**src/rtl/bisection_pkg.sv**
```systemverilog
// Shared types, result codes and helpers for the bisection search controller.
package bisection_pkg;

   typedef enum logic [2:0] {
      ST_IDLE,
      ST_CHECK,
      ST_APPLY,
      ST_WAIT,
      ST_EVAL,
      ST_DONE
   } state_t;

   localparam logic [2:0] STATUS_NONE       = 3'd0;
   localparam logic [2:0] STATUS_CONVERGED  = 3'd1;
   localparam logic [2:0] STATUS_EXHAUSTED  = 3'd2;
   localparam logic [2:0] STATUS_STALLED    = 3'd3;
   localparam logic [2:0] STATUS_ITER_LIMIT = 3'd4;
   localparam logic [2:0] STATUS_BAD_BOUNDS = 3'd5;
   localparam logic [2:0] STATUS_ABORTED    = 3'd6;

   // Widest bus the helper handles; callers zero-extend into it.
   localparam int ABS_W = 32;

   // Magnitude of the difference between two unsigned values.
   function automatic logic [ABS_W-1:0] abs_diff(input logic [ABS_W-1:0] a,
                                                 input logic [ABS_W-1:0] b);
      return (a >= b) ? (a - b) : (b - a);
   endfunction

endpackage

```
**src/rtl/stall_detector.sv**
```systemverilog
// Counts consecutive evaluations that produce the same error value.
// The stalled flag is combinational so the controller can act on it in
// the same evaluation cycle that reaches the limit.
module stall_detector #(
   parameter int WIDTH       = 10,
   parameter int STALL_COUNT = 3
) (
   input  logic             clk,
   input  logic             rst,
   input  logic             clear,
   input  logic             evaluate,
   input  logic [WIDTH-1:0] err,
   output logic             stalled
);

   localparam int CNT_W = $clog2(STALL_COUNT + 1);

   logic [CNT_W-1:0] count_reg;
   logic [CNT_W-1:0] count_next;
   logic [WIDTH-1:0] prev_err_reg;
   logic             prev_valid_reg;

   // Next run length: grow on a repeated error (saturating), restart at 1 otherwise.
   always_comb begin
      count_next = CNT_W'(1);
      if (prev_valid_reg && (err == prev_err_reg)) begin
         if (count_reg == CNT_W'(STALL_COUNT)) begin
            count_next = count_reg;
         end else begin
            count_next = count_reg + CNT_W'(1);
         end
      end
      stalled = evaluate && (count_next == CNT_W'(STALL_COUNT));
   end

   // Remember the last error and the run length across evaluations.
   always_ff @(posedge clk or posedge rst) begin
      if (rst) begin
         count_reg      <= '0;
         prev_err_reg   <= '0;
         prev_valid_reg <= 1'b0;
      end else if (clear) begin
         count_reg      <= '0;
         prev_err_reg   <= '0;
         prev_valid_reg <= 1'b0;
      end else if (evaluate) begin
         count_reg      <= count_next;
         prev_err_reg   <= err;
         prev_valid_reg <= 1'b1;
      end
   end

endmodule

```
**src/rtl/bisection_tuner.sv**
```systemverilog
// Bisection search over i_ref until the measured Q is within TOL of the
// target, with early exit on exhaustion, iteration limit, stall or bad bounds.
module bisection_tuner
   import bisection_pkg::*;
#(
   parameter int BUS_WIDTH   = 10,
   parameter int TOL         = 1,
   parameter int MAX_ITER    = BUS_WIDTH + 2,
   parameter int STALL_COUNT = 3
) (
   input  logic                              clk,
   input  logic                              rst,
   input  logic                              start,
   input  logic                              abort,
   input  logic [BUS_WIDTH-1:0]              lo_init,
   input  logic [BUS_WIDTH-1:0]              hi_init,
   input  logic [BUS_WIDTH-1:0]              q_desired,
   input  logic [BUS_WIDTH-1:0]              q_measured,
   input  logic                              meas_valid,
   output logic                              meas_req,
   output logic [BUS_WIDTH-1:0]              i_ref,
   output logic                              busy,
   output logic                              done,
   output logic [2:0]                        status,
   output logic [$clog2(MAX_ITER+1)-1:0]     iter_count
);

   localparam int IW = $clog2(MAX_ITER + 1);

   state_t               state_reg;
   logic [BUS_WIDTH-1:0] lo_reg;
   logic [BUS_WIDTH-1:0] hi_reg;
   logic [BUS_WIDTH-1:0] mid_reg;
   logic [BUS_WIDTH-1:0] q_meas_reg;
   logic [BUS_WIDTH-1:0] best_ref_reg;
   // One bit wider than any error so the first evaluation always becomes best.
   logic [BUS_WIDTH:0]   best_err_reg;

   logic [BUS_WIDTH-1:0] err;
   logic                 is_better;
   logic [BUS_WIDTH:0]   best_err_next;
   logic [BUS_WIDTH-1:0] best_ref_next;
   logic [IW-1:0]        iter_inc;
   logic [BUS_WIDTH-1:0] lo_upd;
   logic [BUS_WIDTH-1:0] hi_upd;
   logic [BUS_WIDTH:0]   mid_sum;
   logic [BUS_WIDTH-1:0] mid_calc;
   logic                 stalled;
   logic                 terminate;
   logic [2:0]           eval_status;

   stall_detector #(
      .WIDTH       (BUS_WIDTH),
      .STALL_COUNT (STALL_COUNT)
   ) u_stall (
      .clk      (clk),
      .rst      (rst),
      .clear    ((state_reg == ST_IDLE) && start),
      .evaluate (state_reg == ST_EVAL),
      .err      (err),
      .stalled  (stalled)
   );

   // Evaluation datapath: error, best point, narrowed interval, next midpoint, exit code.
   always_comb begin
      err           = BUS_WIDTH'(abs_diff(ABS_W'(q_meas_reg), ABS_W'(q_desired)));
      is_better     = {1'b0, err} < best_err_reg;
      best_err_next = is_better ? {1'b0, err} : best_err_reg;
      best_ref_next = is_better ? mid_reg : best_ref_reg;
      iter_inc      = iter_count + IW'(1);

      lo_upd = lo_reg;
      hi_upd = hi_reg;
      if (state_reg == ST_EVAL) begin
         if (q_meas_reg < q_desired) begin
            lo_upd = mid_reg;
         end else begin
            hi_upd = mid_reg;
         end
      end
      // Extra carry bit keeps lo + hi from wrapping.
      mid_sum  = {1'b0, lo_upd} + {1'b0, hi_upd};
      mid_calc = BUS_WIDTH'(mid_sum >> 1);

      terminate   = 1'b1;
      eval_status = STATUS_NONE;
      if (ABS_W'(err) <= ABS_W'(TOL)) begin
         eval_status = STATUS_CONVERGED;
      end else if (stalled) begin
         eval_status = STATUS_STALLED;
      end else if (iter_inc == IW'(MAX_ITER)) begin
         eval_status = STATUS_ITER_LIMIT;
      end else if ((hi_reg - lo_reg) <= BUS_WIDTH'(1)) begin
         eval_status = STATUS_EXHAUSTED;
      end else begin
         terminate = 1'b0;
      end
   end

   // Control FSM with registered outputs; abort overrides any other transition.
   always_ff @(posedge clk or posedge rst) begin
      if (rst) begin
         state_reg    <= ST_IDLE;
         lo_reg       <= '0;
         hi_reg       <= '1;
         mid_reg      <= '0;
         q_meas_reg   <= '0;
         best_ref_reg <= '0;
         best_err_reg <= '1;
         i_ref        <= '0;
         meas_req     <= 1'b0;
         busy         <= 1'b0;
         done         <= 1'b0;
         status       <= STATUS_NONE;
         iter_count   <= '0;
      end else if (abort && (state_reg != ST_IDLE)) begin
         state_reg <= ST_IDLE;
         meas_req  <= 1'b0;
         busy      <= 1'b0;
         done      <= 1'b0;
         status    <= STATUS_ABORTED;
      end else begin
         meas_req <= 1'b0;
         done     <= 1'b0;
         case (state_reg)
            ST_IDLE: begin
               if (start) begin
                  lo_reg       <= lo_init;
                  hi_reg       <= hi_init;
                  iter_count   <= '0;
                  best_err_reg <= '1;
                  status       <= STATUS_NONE;
                  busy         <= 1'b1;
                  state_reg    <= ST_CHECK;
               end
            end
            ST_CHECK: begin
               if (lo_reg > hi_reg) begin
                  status    <= STATUS_BAD_BOUNDS;
                  done      <= 1'b1;
                  state_reg <= ST_DONE;
               end else begin
                  mid_reg   <= mid_calc;
                  i_ref     <= mid_calc;
                  meas_req  <= 1'b1;
                  state_reg <= ST_APPLY;
               end
            end
            ST_APPLY: begin
               state_reg <= ST_WAIT;
            end
            ST_WAIT: begin
               if (meas_valid) begin
                  q_meas_reg <= q_measured;
                  state_reg  <= ST_EVAL;
               end
            end
            ST_EVAL: begin
               iter_count   <= iter_inc;
               best_err_reg <= best_err_next;
               best_ref_reg <= best_ref_next;
               if (terminate) begin
                  status    <= eval_status;
                  i_ref     <= best_ref_next;
                  done      <= 1'b1;
                  state_reg <= ST_DONE;
               end else begin
                  lo_reg    <= lo_upd;
                  hi_reg    <= hi_upd;
                  mid_reg   <= mid_calc;
                  i_ref     <= mid_calc;
                  meas_req  <= 1'b1;
                  state_reg <= ST_APPLY;
               end
            end
            ST_DONE: begin
               busy      <= 1'b0;
               state_reg <= ST_IDLE;
            end
            default: begin
               state_reg <= ST_IDLE;
            end
         endcase
      end
   end

endmodule
```
**config.mk**
```make
export PLATFORM = sky130hd
export DESIGN_NAME = bisection_tuner
export DESIGN_NICKNAME = d
export VERILOG_FILES = /design/src/rtl/bisection_pkg.sv /design/src/rtl/stall_detector.sv /design/src/rtl/bisection_tuner.sv
export SDC_FILE = /design/constraint.sdc
export NUM_CORES = 1
export LEC_CHECK = 0
export CAP_MARGIN = 20
export CORE_MARGIN = 1
export CORE_UTILIZATION = 26
export CTS_CLUSTER_DIAMETER = 120
export DETAILED_ROUTE_END_ITERATION = 12
export SLEW_MARGIN = 20
export SYNTH_ARGS = -nofsm -noshare
export SYNTH_HDL_FRONTEND = slang
export SYNTH_SLANG_ARGS = --single-unit
```
**constraint.sdc**
```tcl
create_clock -name clk -period 13.18 [get_ports clk]
set_clock_uncertainty 0.1 [all_clocks]
set_input_delay 1.977 -clock clk [delete_from_list [all_inputs] [get_ports clk]]
set_output_delay 1.977 -clock clk [all_outputs]
set_load 0.05 [all_outputs]
```
# After elaboration in Yosys (flattened, before gate mapping)

Index checks and enable logic that the tools add are counted.

Flip-flop bits (word level): 97
Bits in latches: 0
Bits in writable memories: 0
Memory bits (read-only): 0
Input port bits: 45
Output and inout port bits: 20
Logic and storage cells: 127
Memories: 0

Add/subtract/negate cells: 6
Multiply operators: 0
Div/mod/pow operators: 0
Order comparisons: 6
Eq/ne operators: 17
Shift-type cells: 0
Muxes and demuxes: 60
Bitwise gates (word level): 1
Reductions and logical operators: 21

Operators by type and width:

| cell                  | count |
|---|---|
| $mux W10              | 15 |
| $pmux W10 S2          | 4 |
| $mux W3               | 12 |
| $sub A10 B10 Y10      | 3 |
| $mux W11              | 2 |
| $pmux W11 S2          | 1 |
| $le A10 B1 Y1 const B | 2 |
| $reduce_and A4 Y1     | 4 |
| $pmux W3 S5           | 1 |
| $mux W1               | 14 |
| $add A10 B10 Y11      | 1 |
| $lt A10 B11 Y1        | 1 |
| $eq A10 B10 Y1        | 1 |
| $ge A10 B10 Y1        | 1 |
| $gt A10 B10 Y1        | 1 |
| $lt A10 B10 Y1        | 1 |
| $mux W2               | 5 |
| $ne A3 B3 Y1 const B  | 3 |
| $pmux W3 S3           | 1 |
| $reduce_and A3 Y1     | 3 |
| $ne A2 B2 Y1 const B  | 4 |
| $pmux W4 S2           | 1 |
| $eq A3 B2 Y1 const B  | 2 |
| $eq A3 B3 Y1 const B  | 2 |
| 15 further kinds      | 26 |

# Longest topological paths before layout

Depth in word-level cells: 12
Mapped depth: 24
Mapped depth without buffers: 21

# By module

A second synthesis with hierarchy kept.

Cell total of the unflattened synthesis: 786
Area total of the unflattened synthesis: 7173.1 um^2

By module, submodules not included:

| module          | instances | cells each | area an instance (um^2) | sequential area each (um^2) |
|---|---|---|---|---|
| bisection_tuner | 1         | 725        | 6522.5                  | 2128.3 |
| stall_detector  | 1         | 61         | 650.6                   | 325.3 |

# Worst setup path before layout

No wires, ideal clock.

Path kind: input port to flip-flop
Start: in q_desired[0]
End: reg i_ref[4]
Library setup time: 126 ps
Arrival time: 6050 ps
Data required time: 12954 ps
Path slack: 6904 ps
Cell stages on the path: 22
Buffers on the path: 2
Path through: ha_1 > inv_1 > fa_1 > a21oi_2 > a211oi_2 > nor3_2 > buf_4 > nor2_1 > a21oi_1 > inv_1 > ha_1 > a21boi_0 > o21a_1 > o21a_1 > o21a_1 > o21a_1 > o21ai_0 > a311oi_1 > clkbuf_1 > mux2i_1 > a211oi_1 > a221o_1

Longest elaborated chain between the ends: 11
Elaborated cells on any way between the ends: 23
Those cells by class: 3 x add/sub; 4 x order compare; 2 x eq/ne; 12 x mux; 2 x reduce/logical

RTL lines:

| element                                            | RTL line               | text |
|---|---|---|
| start: declaration                                 | bisection_tuner.sv:17  | `input logic [BUS_WIDTH-1:0] q_desired,` |
| $sub A10 B10 Y10 or $ge A10 B10 Y1 (tied branches) | bisection_pkg.sv:27    | `return (a >= b) ? (a - b) : (b - a);` |
| $mux W10                                           | bisection_pkg.sv:27    |  |
| $eq A10 B10 Y1                                     | stall_detector.sv:26   | `if (prev_valid_reg && (err == prev_err_reg)) begin` |
| $logic_and A1 B1 Y1                                | stall_detector.sv:26   |  |
| $mux W2                                            | stall_detector.sv:26   |  |
| $eq A2 B2 Y1                                       | stall_detector.sv:33   | `stalled = evaluate && (count_next == CNT_W'(STALL_COUNT));` |
| $logic_and A1 B1 Y1                                | stall_detector.sv:33   |  |
| $mux W1                                            | bisection_tuner.sv:89  | `end else if (stalled) begin` |
| $mux W1                                            | bisection_tuner.sv:87  | `if (ABS_W'(err) <= ABS_W'(TOL)) begin` |
| $mux W10                                           | bisection_tuner.sv:162 | `if (terminate) begin` |
| $pmux W10 S2 (*)                                   | bisection_tuner.sv:125 | `case (state_reg)` |
| end signal: assignment                             | bisection_tuner.sv:144 | `i_ref <= mid_calc;` |
| end signal: assignment                             | bisection_tuner.sv:164 | `i_ref <= best_ref_next;` |
| end signal: assignment                             | bisection_tuner.sv:171 | `i_ref <= mid_calc;` |
| end: declaration                                   | bisection_tuner.sv:21  | `output logic [BUS_WIDTH-1:0] i_ref,` |

Mark *: on every way between the ends. The rest lies on a longest branch, timed or not. The select of a mux whose other input is x is not followed.
A chain may end at the register's enable or synchronous reset.

# Final worst setup path

Start: in q_desired[4]
End: reg i_ref[8]

The elaborated chain is that of the path after synthesis.

==> results by group <==
Run status
  – Status: completed

Critical path
  – CP Class: in -> reg
  – Worst Reg-to-Reg Cells: 23
  – CP max FO: 12
  – Critical-path cell list: clkdlybuf4s50_1, inv_1, ha_1, nand3_1, o211a_1, o21bai_1, nand2_1, mux2i_1, inv_1, ha_1, a21o_1, a22o_1, o41ai_1, o21ai_0, xor2_1, nand4_1, o311ai_2
  – Critical Path AT: ~6.6 ns
  – Worst endpoint required time: around 13 ns
  – R2R setup slack: between 8 and 9 ns
  – Slowest-stage cell, CP: ha_1
  – CP startpoint kind: input pin
  – CP Capture Type: register
  – Crit-path max cell delay: approximately 0.52 ns
  – Worst R2R Start: q_meas_reg[0]$_DFFE_PP0P_
  – R2r endpoint: best_err_reg[2]$_DFFE_PP1P_

GRT
  – Layer with the highest usage: met2
  – GR Layer Usage met2: 0.228
  – Met3 Usage GRT: 0.0200
  – Initial antenna violation count: 0
  – Tot GR Track Use: 0.137
  – First-pass GRT wire length: around 31 mm
  – Vias in the first global route: about 5800
  – Met1 Use GR: 0.182
  – GRT overflow: 0
  – Largest net degree at the start of global routing: 56

STA
  – Final setup fails: 0
  – Final worst-path cycle share: 0.494
  – Least-Margin Pin Slew: between 0.9 and 1 ns
  – Final Critical Period: 6.51 ns
  – Final slew viol count: 0
  – Final Hold Vio Count: 0
  – RSZ-0062 raised after global routing: false
  – Slew headroom: 0.379
  – TNS Setup: 0 ns
  – Max frequency: around 150 MHz

Power and ir drop
  – Net Sw Frac: 0.475
  – Comb pwr share: 0.635
  – VDD IR max: between 100 and 150 uV
  – P per Cell Area: 268 nW/um^2
  – Clk pwr share: 0.121
  – Internal: 1180 uW
  – P_sw: around 1100 uW
  – Register share of total power: 0.244
  – Leak Pwr: roughly 0.0037 uW

Logic synthesis
  – Cell taking the most area after synthesis: dfrtp_1
  – EDFF count, synth: 0
  – Count leader, synth: dfrtp_1
  – Synth Instances: around 760
  – Syn. warnings: 0
  – Syn_nets: 859
  – Number of synthesized register bits: 97
  – Post-synth cell types: 73
  – Ys async rst share: 1.00
  – Post-synth top flop: dfrtp_1
  – Sequential fraction of the synthesis area: 0.343
  – Yosys top cell area share: 0.266
  – Mean Syn Cell Area: 9.40 sq um
  – Synth cell count leaders: 76 x dfrtp_1, 75 x inv_1, 54 x a21oi_1, 54 x mux2i_1, 49 x ha_1
  – Largest cells by area after synthesis: dfrtp_1 27%, ha_1 8.6%, dfstp_2 7.7%
  – Cell Area, Synth: slightly above 7000 sq um

Clock tree
  – Postcts setup bufs: 0
  – Worst skew pair latency: roughly 0.36 ns
  – CTS resizes: 0
  – Max clock buf depth: 2
  – CTS clock-pin slew for the worst setup and hold paths: approximately 0.080 ns
  – Total CTS buffers: 9
  – CTS Root Cell: clkbuf_16
  – Htree depth: 3
  – Clock net sink count: 97
  – Post-cts hold buffer count: 0
  – CTS tree: done

Floorplanning
  – Die extent in y: between 150 and 200 um
  – Die area: approximately 28000 sq um
  – Starting Density: 0.265
  – Row Count: 60
  – Placeable Area: between 20000 and 30000 sq um
  – Die W: between 150 and 200 um
  – Ports: 65

Cells and area
  – Area grow syn2layout: 17.5%
  – Multi-input gate area: ~4200 sq um
  – Final Non-Filler Cells: 1152
  – Register Area: ~2500 sq um
  – Layout cells sized above 1: 0.128
  – Final Net Count: approximately 900
  – Final Instance Area: roughly 8400 sq um
  – Max reg flops: 11
  – Final Core Density: 0.312
  – Diode count: 0
  – Filler Cells Inserted: ~2800

Detailed routing
  – Drc violations: 0
  – Vias per cell: approximately 4.9
  – Vias post-DR: about 5600
  – WL/cell: roughly 16 um
  – Antenna viol nets, final: 0
  – Post-Route WL: around 18 mm
  – Number of DRC markers in iteration 0: 345
  – Pre-Repair DR Iteration Count: 4

Min path
  – WHS Path Cells: 2
  – Min-Delay Path Class: reg -> reg
  – HP Start: hi_reg[3]$_DFFE_PP1P_
  – Min-Delay Endpoint: hi_reg[3]$_DFFE_PP1P_

Place
  – HPWL Detailed: 14.1 mm
  – Port Buffers: between 60 and 70
  – Placer Congestion: just over 0.8
  – Post-DP Area: a little over 8000 sq um
  – Placed Cells: between 1000 and 1500

Flow run
  – Max Cap Violations: 0
[layout by cell type (no fill, tap or decap), types with 10 or more instances in the layout]
cell type,instances
a21oi_1,53
nand3_1,16
xnor2_1,21
clkdlybuf4s50_1,64
a21o_1,17
inv_1,74
a31oi_1,15
o21ai_0,38
ha_1,49
dfstp_2,21
nor2_1,48
nand2b_1,10
mux2i_1,54
dfrtp_1,76
nand4_1,13
xor2_1,14
nor3_1,10
mux2_2,29
nand2_1,45
[layer usage]
layer,up-vias,share of wire
li1,2786,-
met1,2733,0.49
met2,90,0.46
met3,19,0.029
met4,0,0.021
met5,-,0
[power by group through the flow]
stage	Combinational (uW)	Sequential [uW]	Clock [uW]
2_1_floorplan	1050	590	0
6_report	1430	549	273
4_1_cts	1440	550	280
3_3_place_gp	1410	551	0
3_5_place_dp	1430	555	0
5_1_grt	1590	568	291
[critical path: cells and delay by family]
kind                       cells  cell delay, ns
muxes                          1            0.42
adders and majority gates      2            0.82
AOI/OAI and AO/OA              7            1.83
and+or+nand+nor                3            0.78
buffers and inverters          3            0.62
xor gates and xnor gates       1            0.18
[cells by family after synthesis]
family	count (synthesis)	share of synthesized area
flip-flops	97	0.343
buffers and inverters	114	0.0658
AO/OA/AOI/OAI	194	0.189
adder cells (fa/ha/maj)	53	0.0969
AND/OR/NAND/NOR	178	0.122
multiplexers	84	0.123
XOR/XNOR	41	0.0603
[cell type report]
cell class                      instances  share of cell area
Multi-Input combinational cell        550               0.505
Sequential cell                        97               0.292
Timing Repair Buffer                   71              0.0824
Tap cell                              341              0.0507
Inverter                               77              0.0347
Clock buffer                            9              0.0268
Clock inverter                          7             0.00863
[worst max path at each step]
stage | from | end | slack, ns | cells past startpoint
floorplan | q_desired[0] | i_ref[4]$_DFFE_PP0P_ | 6.90 | 22
detailed placement | q_desired[0] | best_err_reg[8]$_DFFE_PP1P_ | 6.04 | 23
global placement | q_desired[0] | best_err_reg[2]$_DFFE_PP1P_ | 6.04 | 23
finish | q_desired[4] | i_ref[8]$_DFFE_PP0P_ | 6.67 | 17
CTS | q_desired[0] | best_err_reg[8]$_DFFE_PP1P_ | 6.40 | 23
global route | q_desired[0] | best_err_reg[2]$_DFFE_PP1P_ | 6.19 | 23
[through the flow]
stage | worst slack, ns | power (uW) | hold slack [ns]
6_report | 6.67 | 2250 | 0.383
5_1_grt | 6.19 | 2450 | 0.404
4_1_cts | 6.40 | 2270 | 0.389
3_5_place_dp | 6.04 | 1980 | 0.364
3_3_place_gp | 6.04 | 1960 | 0.359
2_1_floorplan | 6.90 | 1640 | 0.339
Note: power is estimated with default switching activity, not from simulation.
